===== config.mk =====
export PLATFORM = sky130hd
export DESIGN_NAME = pixel_stream_loader
export DESIGN_NICKNAME = d
export VERILOG_FILES = /design/src/rtl/pixel_stream_loader.sv
export SDC_FILE = /design/constraint.sdc
export NUM_CORES = 1
export LEC_CHECK = 0
export ABC_AREA = 0
export CAP_MARGIN = 20
export CORE_MARGIN = 3
export CORE_UTILIZATION = 56
export CTS_CLUSTER_DIAMETER = 60
export DETAILED_ROUTE_END_ITERATION = 8
export GPL_TIMING_DRIVEN = 0
export PLACE_DENSITY = 0.81
export SLEW_MARGIN = 20
export SYNTH_ARGS = -nofsm -noshare
export SYNTH_HDL_FRONTEND = slang
export SYNTH_SLANG_ARGS = --single-unit

===== constraint.sdc =====
create_clock -name i_clk -period 2.7 [get_ports i_clk]
set_input_delay 0.405 -clock i_clk [delete_from_list [all_inputs] [get_ports i_clk]]
set_output_delay 0.405 -clock i_clk [all_outputs]
set_load 0.005 [all_outputs]

===== src/rtl/pixel_stream_loader.sv =====
// Frame loader: buffers one N*N frame from a valid/ready stream and replays it on we/data_out, PACE clocks per pixel.
// Latency push->we is two clocks; s_ready drops while the FIFO is full or once the whole frame has been accepted.
module pixel_stream_loader_fifo #(
    parameter int W     = 8,
    parameter int DEPTH = 4
) (
    input  logic         i_clk,
    input  logic         i_rst,
    input  logic         i_flush,
    input  logic         i_push,
    input  logic [W-1:0] i_push_dat,
    input  logic         i_pop,
    output logic [W-1:0] o_head,
    output logic         o_full,
    output logic         o_empty
);
    localparam int AW = (DEPTH > 1) ? $clog2(DEPTH) : 1;
    localparam logic [AW:0] LP_DEPTH = (AW+1)'(DEPTH);

    logic [W-1:0]  r_mem [DEPTH];
    logic [AW-1:0] r_wr_ptr;
    logic [AW-1:0] r_rd_ptr;
    logic [AW:0]   r_count;

    always_ff @(posedge i_clk or posedge i_rst) begin
        if (i_rst) begin
            r_wr_ptr <= '0;
            r_rd_ptr <= '0;
            r_count  <= '0;
        end else if (i_flush) begin
            r_wr_ptr <= '0;
            r_rd_ptr <= '0;
            r_count  <= '0;
        end else begin
            if (i_push) r_wr_ptr <= r_wr_ptr + 1'b1;
            if (i_pop)  r_rd_ptr <= r_rd_ptr + 1'b1;
            case ({i_push, i_pop})
                2'b10:   r_count <= r_count + 1'b1;
                2'b01:   r_count <= r_count - 1'b1;
                default: r_count <= r_count;
            endcase
        end
    end

    // Storage needs no reset: occupancy alone decides what is valid.
    always_ff @(posedge i_clk) begin
        if (i_push && !i_flush) r_mem[r_wr_ptr] <= i_push_dat;
    end

    assign o_head  = r_mem[r_rd_ptr];
    assign o_full  = (r_count == LP_DEPTH);
    assign o_empty = (r_count == '0);
endmodule

module pixel_stream_loader #(
    parameter int N           = 8,
    parameter int pixelWidth  = 8,
    parameter int bitSize     = $clog2(N*N),
    parameter int FIFO_DEPTH  = 4,
    parameter int PACE        = 2,
    parameter int PROC_CYCLES = 320
) (
    input  logic                  i_clk,
    input  logic                  i_rst,
    input  logic                  i_start,
    input  logic                  i_s_valid,
    input  logic [pixelWidth-1:0] i_s_data,
    output logic                  o_s_ready,
    output logic                  o_we,
    output logic [pixelWidth-1:0] o_data_out,
    output logic [bitSize:0]      o_pix_index,
    output logic                  o_busy,
    output logic                  o_frame_done
);
    localparam int PACE_W = (PACE > 1) ? $clog2(PACE) : 1;
    localparam int PROC_W = (PROC_CYCLES > 1) ? $clog2(PROC_CYCLES) : 1;
    localparam logic [bitSize:0]  LP_FRAME      = (bitSize+1)'(N*N);
    localparam logic [bitSize:0]  LP_FRAME_LAST = (bitSize+1)'(N*N-1);
    localparam logic [PACE_W-1:0] LP_PACE_LAST  = PACE_W'(PACE-1);
    localparam logic [PROC_W-1:0] LP_PROC_LAST  = PROC_W'(PROC_CYCLES-1);

    typedef enum logic [1:0] {S_IDLE, S_LOAD, S_PROCESS, S_DONE} state_t;

    state_t                r_state;
    state_t                w_state_nxt;
    logic                  r_we;
    logic [pixelWidth-1:0] r_data_out;
    logic [bitSize:0]      r_pix_index;
    logic [bitSize:0]      r_accepted;
    logic [PACE_W-1:0]     r_pace_cnt;
    logic [PROC_W-1:0]     r_proc_cnt;
    logic                  r_busy;
    logic                  r_frame_done;

    logic                  w_fifo_full;
    logic                  w_fifo_empty;
    logic [pixelWidth-1:0] w_fifo_head;
    logic                  w_start_frame;
    logic                  w_s_ready;
    logic                  w_push;
    logic                  w_slot_end;
    logic                  w_last;
    logic                  w_pop;
    logic                  w_proc_term;

    assign w_start_frame = (r_state == S_IDLE) && i_start;
    assign w_s_ready     = (r_state == S_LOAD) && !w_fifo_full && (r_accepted < LP_FRAME);
    assign w_push        = i_s_valid && w_s_ready;
    assign w_slot_end    = r_we && (r_pace_cnt == '0);
    assign w_last        = w_slot_end && (r_pix_index == LP_FRAME_LAST);
    // A new pixel is taken when nothing is on the bus or a slot is ending mid-frame.
    assign w_pop         = (r_state == S_LOAD) && !w_fifo_empty && (!r_we || (w_slot_end && !w_last));
    assign w_proc_term   = (r_state == S_PROCESS) && (r_proc_cnt == LP_PROC_LAST);

    pixel_stream_loader_fifo #(
        .W     (pixelWidth),
        .DEPTH (FIFO_DEPTH)
    ) u_fifo (
        .i_clk      (i_clk),
        .i_rst      (i_rst),
        .i_flush    (w_start_frame),
        .i_push     (w_push),
        .i_push_dat (i_s_data),
        .i_pop      (w_pop),
        .o_head     (w_fifo_head),
        .o_full     (w_fifo_full),
        .o_empty    (w_fifo_empty)
    );

    always_comb begin
        w_state_nxt = r_state;
        case (r_state)
            S_IDLE:    if (i_start)     w_state_nxt = S_LOAD;
            S_LOAD:    if (w_last)      w_state_nxt = S_PROCESS;
            S_PROCESS: if (w_proc_term) w_state_nxt = S_DONE;
            S_DONE:                     w_state_nxt = S_IDLE;
            default:                    w_state_nxt = S_IDLE;
        endcase
    end

    always_ff @(posedge i_clk or posedge i_rst) begin
        if (i_rst) begin
            r_state      <= S_IDLE;
            r_busy       <= 1'b0;
            r_frame_done <= 1'b0;
            r_we         <= 1'b0;
            r_data_out   <= '0;
            r_pix_index  <= '0;
            r_accepted   <= '0;
            r_pace_cnt   <= '0;
            r_proc_cnt   <= '0;
        end else begin
            r_state      <= w_state_nxt;
            r_busy       <= (w_state_nxt == S_LOAD) || (w_state_nxt == S_PROCESS);
            r_frame_done <= (w_state_nxt == S_DONE);

            if (r_state == S_PROCESS) r_proc_cnt <= w_proc_term ? '0 : r_proc_cnt + 1'b1;
            else                      r_proc_cnt <= '0;

            if (w_start_frame) begin
                r_we        <= 1'b0;
                r_pix_index <= '0;
                r_accepted  <= '0;
                r_pace_cnt  <= '0;
            end else begin
                if (w_push) r_accepted <= r_accepted + 1'b1;
                if (w_slot_end) r_pix_index <= r_pix_index + 1'b1;
                if (w_pop) begin
                    r_data_out <= w_fifo_head;
                    r_we       <= 1'b1;
                    r_pace_cnt <= LP_PACE_LAST;
                end else if (r_we) begin
                    if (r_pace_cnt == '0) r_we <= 1'b0;
                    else                  r_pace_cnt <= r_pace_cnt - 1'b1;
                end
            end
        end
    end

    assign o_s_ready    = w_s_ready;
    assign o_we         = r_we;
    assign o_data_out   = r_data_out;
    assign o_pix_index  = r_pix_index;
    assign o_busy       = r_busy;
    assign o_frame_done = r_frame_done;
endmodule


==> results.sh, run 1 <==
export IMPL_dpl_cell_area_mm2=0.00365
export IMPL_cp_slowest_cell="or3b_1"
export IMPL_synthDistinctLibCells=42
export IMPL_cp_cell_sequence="or3b_1 > and3_1 > inv_2 > ha_1 > inv_1 > fa_1 > xor2_1 > or3_1 > a21oi_1"
export IMPL_avgRoutedWirePerCell_um=16.5
export IMPL_min_period_ns=2.55
export IMPL_core_area_mm2=0.00554
export IMPL_max_cap_violations=0
export IMPL_antenna_found_initial=0
export IMPL_fin_tns_setup_ns=0
export IMPL_cts_hold_buf=0
export IMPL_synthFlopType="dfrtp_1"
export IMPL_peakVddDrop_v=0.000658
export IMPL_cts_root_buf="clkbuf_8"
export IMPL_clock_sinks=76
export IMPL_vias_per_cell=5.61
export IMPL_gp_congestion=0.740
export IMPL_hold_viol_final=0
export IMPL_grt_usage_pct=19.8
export IMPL_start_util_pct=58.4
export IMPL_drt_iter0_drc=152
export IMPL_cp_start_kind="flop"
export IMPL_relSlewSlack_pct=52.0
export IMPL_hold_path_class="in2async"
export IMPL_clk_path_buf_depth=2
export IMPL_num_io_pins=31
export IMPL_setup_worst_path_class="reg2reg"
export IMPL_crit_arrival_ns=2.81
export IMPL_required_ns=2.96
export IMPL_gr_total_overflow=0
export IMPL_crit_buf_inv=2
export IMPL_synth_cells=238
export IMPL_worst_slack_ns=0.153
export IMPL_ff_latch_area_mm2=0.00206
export IMPL_critPathMaxFanout=8
export IMPL_nFillCells=381
export IMPL_grt_pass1_wl_um=9560
export IMPL_grt_pass1_vias=1996
export IMPL_cp_end_kind="flop"
export IMPL_ys_ff_latch=76
export IMPL_path_delay_family="simple AND/OR/NAND/NOR gates"
export IMPL_drt_pass1_iterations=4
export IMPL_cts_buffers_inserted=9
export IMPL_finalNonFillerCells=359
export IMPL_finalSetupViolCount=0
export IMPL_vias=2013
export IMPL_worst_slew_pin_slew_ns=0.720
export IMPL_cts_max_level=3
export IMPL_yosys_warnings=0
export IMPL_dp_cells=341
export IMPL_die_area_mm2=0.00673
export IMPL_cpPeakStageDelay_ns=0.43
export IMPL_seq_area_frac_synth_pct=63.7
export IMPL_synthArstFlopShare_pct=57.9
export IMPL_fin_crit_sh_pct=94.3
export IMPL_finalMaxSlewViolations=0
export IMPL_synth_fp_nets=260
export IMPL_stdcell_area_mm2=0.00388
export IMPL_skew_ns=0.00848
export IMPL_netlist_area_mm2=0.00324
export IMPL_dieWidth_um=82.0
export IMPL_pwr_density_cell_mw_per_mm2=1090
export IMPL_synth_commonest_cells="dfrtp_1 (44), edfxtp_1 (32), nor2_1 (23), nand2_1 (16)"
export IMPL_syn2layout_area_growth_pct=19.9
export IMPL_grt_max_degree=28
export IMPL_pre_cts_ws_ns=-0.00810
export IMPL_cts_clk_slew_worst_paths_ns=0.08
export IMPL_drt_wl_total_um=5910
export IMPL_diodes=0
export IMPL_yosysMostFrequentCell="dfrtp_1"
export IMPL_netlist_area_leader_share_pct=34.0
export IMPL_outcome="finished, final reports clean"
export IMPL_syn_avg_cell_area_um2=13.6
export IMPL_cts_tree="yes"
export IMPL_rows=27
export IMPL_p_leak_nw=1.54
export IMPL_yosys_area_top_type="dfrtp_1"
export IMPL_nets=304
export IMPL_drc_errors=0
export IMPL_fin_util_pct=70.0
export IMPL_drive_gt1_share_pct=11.1
export IMPL_netlist_top_cells_area="dfrtp_1 (34%), edfxtp_1 (30%), mux4_2 (5.6%), ha_1 (3.5%), nor2_1 (2.7%)"
export IMPL_fmax_mhz=393
export IMPL_multi_input_area_mm2=0.00112
export IMPL_rsz0062_at_grt="no"
export IMPL_clk_latency_ns=0.35
export IMPL_antenna_left=0
export IMPL_io_buffer_count=30
export IMPL_die_y_um=82.0
export IMPL_dpl_hpwl_um=3810
export IMPL_synth_edf_count=32
routing by layer:
layer  up-vias  global-route usage (%)  wire length [µm]
met3        17                    5.26               339
met4         0                    11.0               172
met5         -                       0                 0
met2        62                    31.3              2880
li1        947                       -                 -
met1       987                    24.8              2520
cells in the final DEF, fill, tap and decap left out, types with 3 or more instances in the layout:
cell type,count
a21oi_1,5
and2_1,6
and3_1,4
clkbuf_1,5
clkbuf_8,9
clkdlybuf4s50_1,30
dfrtp_1,43
edfxtp_1,32
ha_1,9
inv_1,8
mux2_1,7
mux2i_1,5
mux4_2,8
nand2_1,16
nand3_1,8
nand4_1,6
nor2_1,22
nor2b_1,3
o21ai_0,8
o31ai_1,3
xnor2_1,5
xor2_1,9
metrics by stage:
step,power [mW],hold WS [ns]
after floorplan,2.69,0.448
after detailed placement,3.25,0.479
final,4.21,0.373
after global routing,4.49,0.401
after global placement,3.15,0.467
after CTS,4.18,0.382
sequential cells by signal, summed over array words and instances, names as in the netlist, 2 cells and up:
register,count
u_fifo.r_mem,32
r_proc_cnt,9
o_data_out,8
o_pix_index,7
r_accepted,7
u_fifo.r_count,3
r_state,2
u_fifo.r_rd_ptr,2
u_fifo.r_wr_ptr,2
cell families after synthesis:
group                      Yosys count  share of synthesized area [%]
AOI/OAI and AO/OA                   21                           3.90
DFF                                 76                           63.7
buffers and inverters               16                           1.89
and+or+nand+nor                     80                           12.7
xor gates and xnor gates            14                           3.79
muxes                               21                           9.90
adders and majority gates           10                           4.10
cell type report:
cell class / count / area share [%]
sequential: 76 / 53.2
inverter: 10 / 0.967
tap: 72 / 2.32
clock buffer: 11 / 3.39
multi-input combinational: 146 / 28.8
clock inverter: 5 / 1.97
timing repair buffer: 33 / 8.64
buffer: 6 / 0.774
report_power, final:
| part | total [mW] | internal, mW | switching [mW] | leakage [nW] |
|---|---|---|---|---|
| sequential | 1.79 | 1.56 | 0.232 | 0.832 |
| clock | 0.914 | 0.516 | 0.398 | 0.101 |
| combinational | 1.51 | 0.808 | 0.700 | 0.610 |
path summary, 6_finish.rpt:
path | from | endpoint | slack (ns) | cells after the start
worst min register to register | r_proc_cnt[0] | r_proc_cnt[0] | 0.49 | 1
worst max register to register | u_fifo.r_count[0] | u_fifo.r_count[2] | 0.15 | 9
max in group asynchronous | i_rst | r_state[1] | 1.82 | 3
worst min-delay path | i_rst | o_data_out[4] | 0.37 | 2
worst max-delay path | u_fifo.r_count[0] | u_fifo.r_count[2] | 0.15 | 9
min in group i_clk | r_proc_cnt[0] | r_proc_cnt[0] | 0.49 | 1
what timing repair did:
action	in CTS	in global routing
setup buffers	0	2
resized for setup	1	3
setup endpoints to repair	1	1
(Power assumes the default switching activity.)
==> run 2: changes to the inputs <==
Settings changed: ABC_CLOCK_PERIOD_IN_PS set to 2700, CORE_MARGIN 3 to 5, SKIP_LAST_GASP set to 1.
==> results.sh, run 2 (synthesis results as in run 1) <==
export IMPL_fin_crit_sh_pct=94.3
export IMPL_layout_commonest_cell="dfrtp_1"
export IMPL_skew_ns=0.00791
export IMPL_cts_root_buf="clkbuf_8"
export IMPL_clock_sinks=76
export IMPL_grt_pass1_vias=2060
export IMPL_crit_buf_inv=2
export IMPL_cp_end_kind="flop"
export IMPL_antenna_found_initial=0
export IMPL_setup_worst_path_class="reg2reg"
export IMPL_clk_latency_ns=0.34
export IMPL_critPathMaxFanout=6
export IMPL_cts_max_level=3
export IMPL_grt_pass1_wl_um=9870
export IMPL_fin_util_pct=70.1
export IMPL_cts_tree="yes"
export IMPL_cpPeakStageDelay_ns=0.45
export IMPL_max_cap_violations=0
export IMPL_p_leak_nw=1.56
export IMPL_drt_wl_total_um=5610
export IMPL_relSlewSlack_pct=53.0
export IMPL_finalNonFillerCells=361
export IMPL_avgRoutedWirePerCell_um=15.5
export IMPL_grt_max_degree=35
export IMPL_outcome="finished, final reports clean"
export IMPL_drc_errors=0
export IMPL_cts_hold_buf=0
export IMPL_finalSetupViolCount=0
export IMPL_rows=27
export IMPL_worst_slew_pin_slew_ns=0.705
export IMPL_drive_gt1_share_pct=13.1
export IMPL_antenna_left=0
export IMPL_drt_iter0_drc=83
export IMPL_vias=1974
export IMPL_die_area_mm2=0.00740
export IMPL_hold_path_class="in2async"
export IMPL_crit_arrival_ns=2.82
export IMPL_largest_reg_flops=32
export IMPL_top_register="u_fifo.r_mem"
export IMPL_cp_cell_sequence="nand2b_1 > or2_1 > nor2_2 > buf_6 > ha_2 > inv_1 > fa_1 > xor2_1 > or3_1 > a21oi_2"
export IMPL_finalMaxSlewViolations=0
export IMPL_hold_viol_final=0
export IMPL_io_buffer_count=30
export IMPL_dieWidth_um=86.0
export IMPL_num_io_pins=31
export IMPL_holdWs_ns=0.302
export IMPL_path_delay_family="simple AND/OR/NAND/NOR gates"
export IMPL_gr_total_overflow=0
export IMPL_cp_start_kind="flop"
export IMPL_dpl_hpwl_um=3990
export IMPL_dp_cells=341
export IMPL_rsz0062_at_grt="no"
export IMPL_core_area_mm2=0.00557
export IMPL_vias_per_cell=5.47
export IMPL_clk_path_buf_depth=2
export IMPL_min_period_ns=2.55
export IMPL_pwr_density_cell_mw_per_mm2=1090
export IMPL_syn2layout_area_growth_pct=20.8
export IMPL_start_util_pct=58.1
export IMPL_cp_slowest_cell="dfrtp_2"
export IMPL_required_ns=2.97
export IMPL_cts_clk_slew_worst_paths_ns=0.08
export IMPL_layout_common_cells="dfrtp_1 (43), edfxtp_1 (32), clkdlybuf4s50_1 (30)"
export IMPL_drt_pass1_iterations=4
export IMPL_peakVddDrop_v=0.000524
export IMPL_fmax_mhz=393
export IMPL_nets=306
export IMPL_fin_tns_setup_ns=0
export IMPL_grt_usage_pct=17.6
export IMPL_cts_buffers_inserted=9
export IMPL_die_y_um=86.0
export IMPL_gp_congestion=0.765
export IMPL_diodes=0
-- run 2: layer usage --
| metal | track usage, % | vias to the layer above | share of wire, % |
|---|---|---|---|
| met5 | 0 | - | 0 |
| met4 | 7.48 | 0 | 2.2 |
| met3 | 5.67 | 8 | 4.5 |
| met2 | 28.5 | 41 | 51 |
| met1 | 21.9 | 976 | 42 |
| li1 | - | 949 | - |
-- run 2: cell type report --
cell class | instances | area, µm²
clock inverter | 5 | 75.1
timing repair buffer | 35 | 350
sequential | 76 | 2060
fill | 372 | 1660
inverter | 10 | 37.5
tap | 72 | 90.1
multi-input combinational | 146 | 1120
clock buffer | 11 | 141
buffer | 6 | 30.0
-- run 2: repair_timing --
item,in CTS,in global routing
endpoints found under the setup margin,1,1
gates resized for setup,3,3
buffers inserted,0,4
-- run 2: per-stage QoR --
| step | setup slack [ns] | instance area (µm²) | power [mW] |
|---|---|---|---|
| after floorplan | 0.277 | 3240 | 2.69 |
| after global placement | 0.0601 | 3630 | 3.15 |
| after detailed placement | -0.0287 | 3650 | 3.25 |
| after CTS | 0.0354 | 3870 | 4.23 |
| after global routing | 0.0194 | 3910 | 4.56 |
| final | 0.155 | 3910 | 4.25 |
-- run 2: where the power goes --
part / total [mW] / switching (mW) / internal, mW / leakage [nW]
registers: 1.78 / 0.225 / 1.56 / 0.832
logic: 1.53 / 0.689 / 0.846 / 0.618
clock network: 0.933 / 0.392 / 0.541 / 0.113
-- run 2: final timing paths --
path	end	slack [ns]	from	cells after the start
max	u_fifo.r_count[2]	0.15	r_state[1]	10
min	o_we	0.30	i_rst	2
max reg2reg	u_fifo.r_count[2]	0.15	r_state[1]	10
min reg2reg	o_data_out[1]	0.49	o_data_out[1]	1
max in group asynchronous	r_state[1]	1.93	i_rst	3
min in group i_clk	o_data_out[1]	0.49	o_data_out[1]	1
